### src/rtl/rom_stream_reader.sv
// Sweeps an address window of a combinational ROM and streams the words out through a small FIFO.
// ROM reads stall whenever the FIFO cannot take another word.
module rom_stream_reader #(
  parameter int unsigned AddrW = 3,
  parameter int unsigned DataW = 16,
  parameter int unsigned Depth = 4
) (
  input  logic                       clk_i,
  input  logic                       rst_i,
  input  logic                       start_i,
  input  logic [AddrW-1:0]           base_addr_i,
  input  logic [AddrW:0]             length_i,
  output logic                       busy_o,
  output logic                       done_o,
  output logic                       rom_cs_o,
  output logic [AddrW-1:0]           rom_addr_o,
  input  logic [DataW-1:0]           rom_data_i,
  output logic                       out_valid_o,
  output logic [DataW-1:0]           out_data_o,
  input  logic                       out_ready_i,
  output logic [$clog2(Depth):0]     count_o
);

  localparam int unsigned PtrW = $clog2(Depth);
  localparam int unsigned CntW = PtrW + 1;

  typedef enum logic [1:0] {StIdle, StRead, StDrain} state_e;

  state_e            state_q, state_d;
  logic [AddrW-1:0]  addr_q, addr_d;
  logic [AddrW:0]    rem_q, rem_d;
  logic              done_q, done_d;

  logic [DataW-1:0]  mem_q [Depth];
  logic [PtrW-1:0]   wr_ptr_q, wr_ptr_d;
  logic [PtrW-1:0]   rd_ptr_q, rd_ptr_d;
  logic [CntW-1:0]   count_q, count_d;

  logic full, pop, push, issue;

  assign full  = (count_q == CntW'(Depth));
  assign pop   = (count_q != '0) && out_ready_i;
  // A full FIFO can still accept a word if the head leaves on the same edge.
  assign issue = (state_q == StRead) && (!full || pop);
  assign push  = issue;

  always_comb begin
    state_d = state_q;
    addr_d  = addr_q;
    rem_d   = rem_q;
    done_d  = 1'b0;
    case (state_q)
      StIdle: begin
        if (start_i) begin
          if (length_i != '0) begin
            state_d = StRead;
            addr_d  = base_addr_i;
            rem_d   = length_i;
          end else begin
            done_d = 1'b1;
          end
        end
      end
      StRead: begin
        if (issue) begin
          rem_d = rem_q - (AddrW + 1)'(1);
          // The last issued address is kept so rom_addr holds it after the sweep.
          if (rem_q == (AddrW + 1)'(1)) begin
            state_d = StDrain;
          end else begin
            addr_d = addr_q + AddrW'(1);
          end
        end
      end
      StDrain: begin
        if (count_q == '0) state_d = StIdle;
      end
      default: state_d = StIdle;
    endcase
  end

  always_comb begin
    wr_ptr_d = wr_ptr_q;
    rd_ptr_d = rd_ptr_q;
    count_d  = count_q;
    if (push) wr_ptr_d = wr_ptr_q + PtrW'(1);
    if (pop)  rd_ptr_d = rd_ptr_q + PtrW'(1);
    if (push && !pop) begin
      count_d = count_q + CntW'(1);
    end else if (!push && pop) begin
      count_d = count_q - CntW'(1);
    end
  end

  always_ff @(posedge clk_i or posedge rst_i) begin
    if (rst_i) begin
      state_q <= StIdle;
      addr_q  <= '0;
      rem_q   <= '0;
      done_q  <= 1'b0;
    end else begin
      state_q <= state_d;
      addr_q  <= addr_d;
      rem_q   <= rem_d;
      done_q  <= done_d;
    end
  end

  always_ff @(posedge clk_i or posedge rst_i) begin
    if (rst_i) begin
      wr_ptr_q <= '0;
      rd_ptr_q <= '0;
      count_q  <= '0;
      for (int i = 0; i < int'(Depth); i++) mem_q[i] <= '0;
    end else begin
      wr_ptr_q <= wr_ptr_d;
      rd_ptr_q <= rd_ptr_d;
      count_q  <= count_d;
      if (push) mem_q[wr_ptr_q] <= rom_data_i;
    end
  end

  assign busy_o      = (state_q != StIdle);
  assign done_o      = done_q | ((state_q == StDrain) && (count_q == '0));
  assign rom_cs_o    = issue;
  assign rom_addr_o  = addr_q;
  assign out_valid_o = (count_q != '0);
  assign out_data_o  = out_valid_o ? mem_q[rd_ptr_q] : '0;
  assign count_o     = count_q;

endmodule
### config.mk
export PLATFORM = sky130hd
export DESIGN_NAME = rom_stream_reader
export DESIGN_NICKNAME = d
export VERILOG_FILES = /design/src/rtl/rom_stream_reader.sv
export SDC_FILE = /design/constraint.sdc
export NUM_CORES = 1
export LEC_CHECK = 0
export BUFFER_PORTS_ARGS = -buffer_cell sky130_fd_sc_hd__buf_2
export CORE_MARGIN = 5
export CORE_UTILIZATION = 58
export CTS_CLUSTER_DIAMETER = 60
export CTS_CLUSTER_SIZE = 24
export DETAILED_ROUTE_END_ITERATION = 10
export GPL_TIMING_DRIVEN = 0
export PLACE_DENSITY = 0.8
export SLEW_MARGIN = 20
export SYNTH_ARGS = -nofsm -noshare
export SYNTH_HDL_FRONTEND = slang
export SYNTH_SLANG_ARGS = --single-unit
### constraint.sdc
create_clock -name clk_i -period 3.32 [get_ports clk_i]
set_input_delay 0.83 -clock clk_i [delete_from_list [all_inputs] [get_ports clk_i]]
set_output_delay 0.83 -clock clk_i [all_outputs]
set_load 0.1 [all_outputs]
After elaboration in Yosys (flattened, before gate mapping)

Cells that the tools add are included.
Widths: inputs -> output; s select.

Latch bits: 0
Word-level logic and storage cells: 80
Output and inout port bits: 26
Bits in writable memories: 0
Bits of input ports: 27
Memory bits (read-only): 0
Memories kept: 0
Register bits: 81

Add/subtract/negate cells: 6
Divide/modulo/power cells: 0
$mul: 0
$lt $le $gt $ge: 3
Bitwise logic cells: 3
Shift-type cells: 0
Reduce and logical (&&, ||, !) cells: 20
Equality and inequality tests: 10
Muxes and demuxes: 27

Operators by type and width:

| operator            | number |
|---|---|
| $bwmux 64           | 1 |
| $mux 16             | 4 |
| $bmux 16 s2         | 1 |
| $demux 16 s2        | 1 |
| $mux 3              | 6 |
| $mux 4              | 3 |
| $mux 2              | 5 |
| $ne 2x2->1 const B  | 5 |
| $reduce_and 5->1    | 2 |
| $pmux 4 s2          | 1 |
| $add 3x1->3 const B | 2 |
| $ge 3x3->1 const B  | 2 |
| $logic_and 1x1->1   | 6 |
| $not 2->3           | 2 |
| $pmux 2 s3          | 1 |
| $pmux 3 s2          | 1 |
| $reduce_bool 2->1   | 3 |
| $add 2x1->2 const B | 2 |
| $eq 4x1->1 const B  | 1 |
| $reduce_and 4->1    | 1 |
| $reduce_bool 4->1   | 1 |
| $sub 4x1->4 const B | 1 |
| $eq 3x3->1 const B  | 1 |
| $logic_not 1->1     | 3 |
| 11 further kinds    | 13 |

Depth between registers and ports, before layout

Depth in word-level cells: 8
Depth in mapped cells: 9
Gate-level depth less buffers: 9

Worst setup path after synthesis

No wires, ideal clock.

Path kind: reg2out
From: reg count_q[0], in the netlist count_o[0]
To: out out_data_o[0]
Path slack: -0.756 ns
Arrival: 3.246 ns
Buffers on the path: 1
Required time: 2.490 ns
Cell stages (with the launch flop): 5
Cell sequence: dfrtp_1 > nor3_1 > inv_1 > clkbuf_1 > and2_1

Longest elaborated chain between the ends: 2

Ends and longest elaborated chain:

| what                   | RTL line | text |
|---|---|---|
| start, declared        | 37       | `logic [CntW-1:0] count_q, count_d;` |
| start signal, assigned | 118      | `count_q <= count_d;` |
| $reduce_bool 3->1      | 127      | `assign out_valid_o = (count_q != '0);` |
| via out_valid_o        | 18       | `output logic out_valid_o,` |
| $mux 16                | 128      | `assign out_data_o = out_valid_o ? mem_q[rd_ptr_q] : '0;` |
| end, declared          | 19       | `output logic [DataW-1:0] out_data_o,` |

The timed path passes the listed nets, and every way through them passes these cells.

Worst setup path in the final report

From: reg count_q[1], in the netlist count_o[1]
To: out out_data_o[12]

Longest elaborated chain between the ends: 2

Ends and longest elaborated chain:

| what              | RTL line |
|---|---|
| $reduce_bool 3->1 | 127 |
| $mux 16           | 128 |

No other way between the ends.

==> reports/results.ini <==
[setup_path]
cp_slowest_cell=dfrtp_2
crit_family=buffers and inverters
cp_max_fo=10
ff2ff_path_depth=9
end_kind=output port
setup.worst_path.start_class=flip-flop
cp_slowest_stage_delay_ns=0.45
cp.arrival_ns=2.33
critPathKind=flip-flop to output port
cp_cell_sequence=nor3_1 -> inv_1 -> clkbuf_2 -> and2_2 -> buf_2
cp.depth=5
worstPathRequired_ns=2.49
critPathBufInv=3

[clock_network]
numCtsBuffers=9
cts-resized-gates=0
postCtsSetupBuffers=0
path_clk_slew_ns=0.07
cts.sinks=81
clk_latency_ns=0.34
cts_tree=built
cts_buffer_depth=2
cts_htree_levels=3
cts_hold_buf=0
clockRootBuffer=clkbuf_8

[global_routing]
grt_max_degree=53
grt_pass1_wl_microns=13200
antenna_found_initial=0
grt_pass1_vias=2550
grt_use_total_pct=19.6
grt-ovfl-total=0

[synthesis]
avgSynthCellArea_sq_um=15.1
synthArstFlopShare_pct=100
ys_seq_area_share_pct=49.4
synth_edf_count=0
synth_area_sq_um=4100
ys_seq_elements=81
synth_flop_cell=dfrtp_1
ys_warn_count=0
synth_fp_nets=307
syn_inst=271
ys_types=41

[min_path]
hold_class=primary input to async pin

[placed_design]
hpwl_microns=5490
io_buffers=52
dpl_cell_area_sq_um=4530
gp_congestion=0.844

[status]
status=finished, final reports clean

[cells_and_area]
fillers=517
multiInputGateArea_sq_um=1940
nNetsFinal=370
n_antenna_cell=0
stdcell_area_sq_um=4680
regArea_sq_um=2030
area_growth_syn_to_layout_pct=14.0
drive_gt1_share_pct=52.4

[drt]
wirelength_microns=7870
wl_per_cell_microns=18.2
dr_total_vias=2378
ant_nets=0
drtPass1Iterations=4
drt_iter0_drc=89
vias_per_cell=5.50
drc=0

[floorplan]
dieHeight_microns=94.1
die_w_microns=94.1
initial_core_util_pct=60.1
coreArea_sq_um=6830
row_count=30
dieArea_sq_um=8860
boundaryPins=53

[sta]
rsz0062_at_grt=no
fin_skew_ns=0.0121
period_share_pct=95.2
relSlewSlack_pct=56.9
timing.fmax_mhz=316
setup_viol=0
hold_viol=0
tightestPinTransition_ns=0.644
maxSlewViolCount=0
min_period_ns=3.16

[run]
drv_cap=0

[state kept, by name, summed over array words and instances, names as in the netlist]
| name | count |
|---|---|
| rd_ptr_q | 2 |
| count_o | 3 |
| mem_q | 64 |
| rom_addr_o | 3 |
| done_q | 1 |
| rem_q | 4 |
| state_q | 2 |
| wr_ptr_q | 2 |
[final cells by class]
class / instances / area share, %
sequential: 81 / 43.4
inverter: 9 / 0.776
multi-input combinational: 170 / 41.5
clock inverter: 1 / 0.107
buffer: 10 / 2.38
clock buffer: 12 / 3.10
tap: 96 / 2.57
timing repair buffer: 53 / 6.15
[metal layers]
layer | wire [microns] | global-route usage (%) | up-vias
met2 | 3870 | 31.0 | 40
met5 | 0 | 0 | -
met3 | 312 | 5.69 | 5
li1 | - | - | 1110
met4 | 76 | 6.02 | 0
met1 | 3610 | 26.3 | 1223
[worst register-to-register path, cell delays in order (launching register included)]
cell     delay [ns]
dfrtp_2        0.45
nor3_1         0.40
inv_1          0.33
nand2_1        0.20
ha_1           0.20
inv_1          0.06
fa_1           0.37
xor2_1         0.15
nor2_1         0.13
xor2_1         0.16
[kinds of logic after synthesis]
group | share of synthesized area [%]
buf+inv | 3.54
fa+ha+maj | 2.93
flops | 49.4
xor+xnor | 1.28
compound gates | 3.84
mux | 31.0
simple gates | 7.96
[synthesized netlist by cell type, types with 2 or more instances]
master / count / area (sq um)
nor4_1: 2 / 12.5
nand2b_1: 2 / 12.5
nor2_1: 5 / 18.8
buf_12: 4 / 80.1
dfrtp_1: 81 / 2030
ha_1: 8 / 100
mux2_4: 40 / 601
mux4_2: 16 / 360
a21oi_1: 6 / 30.0
buf_2: 4 / 20.0
clkbuf_1: 3 / 11.3
nand2_4: 4 / 45.0
a22o_1: 2 / 17.5
mux2i_1: 2 / 20.0
xor2_1: 2 / 17.5
inv_1: 9 / 33.8
mux2_2: 26 / 293
nor3_1: 4 / 20.0
and2_1: 16 / 100
a31oi_1: 2 / 12.5
xnor2_1: 4 / 35.0
nand2_1: 7 / 26.3
o21ai_0: 4 / 20.0
[through the flow]
step | worst slack, ns | std cells | hold slack, ns | utilization (%) | setup TNS, ns
after detailed placement | 0.412 | 420 | 0.491 | 66.3 | 0
after global placement | -0.781 | 419 | 0.483 | 65.8 | -43.20
after CTS | 0.0620 | 433 | 0.476 | 68.5 | 0
after floorplan | 0.0355 | 271 | 0.474 | - | 0
final | 0.159 | 432 | 0.480 | 68.5 | 0
after global routing | 0.0392 | 432 | 0.479 | 68.5 | 0
[placed cells by master, fill, tap and decap left out, types with 6 or more instances in the layout]
cell type	instances
dfrtp_1	79
buf_2	55
mux2_4	40
mux2_2	26
mux4_2	16
and2_2	10
clkbuf_8	10
inv_1	8
ha_1	8
nand2_1	7
and2_1	7
a21oi_1	6
[path summary, 6_finish.rpt]
check | from | end | slack, ns
setup / recovery | count_o[1] | out_data_o[12] | 0.16
hold / removal | rst_i | mem_q[29] | 0.48
setup reg to reg | count_o[1] | count_o[2] | 0.80
hold reg to reg | mem_q[18] | mem_q[18] | 0.51
max in group asynchronous | rst_i | count_o[0] | 2.25
min in group clk_i | mem_q[18] | mem_q[18] | 0.51
Power is left out: the tool's default activity adds up to more than one toggle a clock period on the data nets, which glitch-free logic cannot reach.
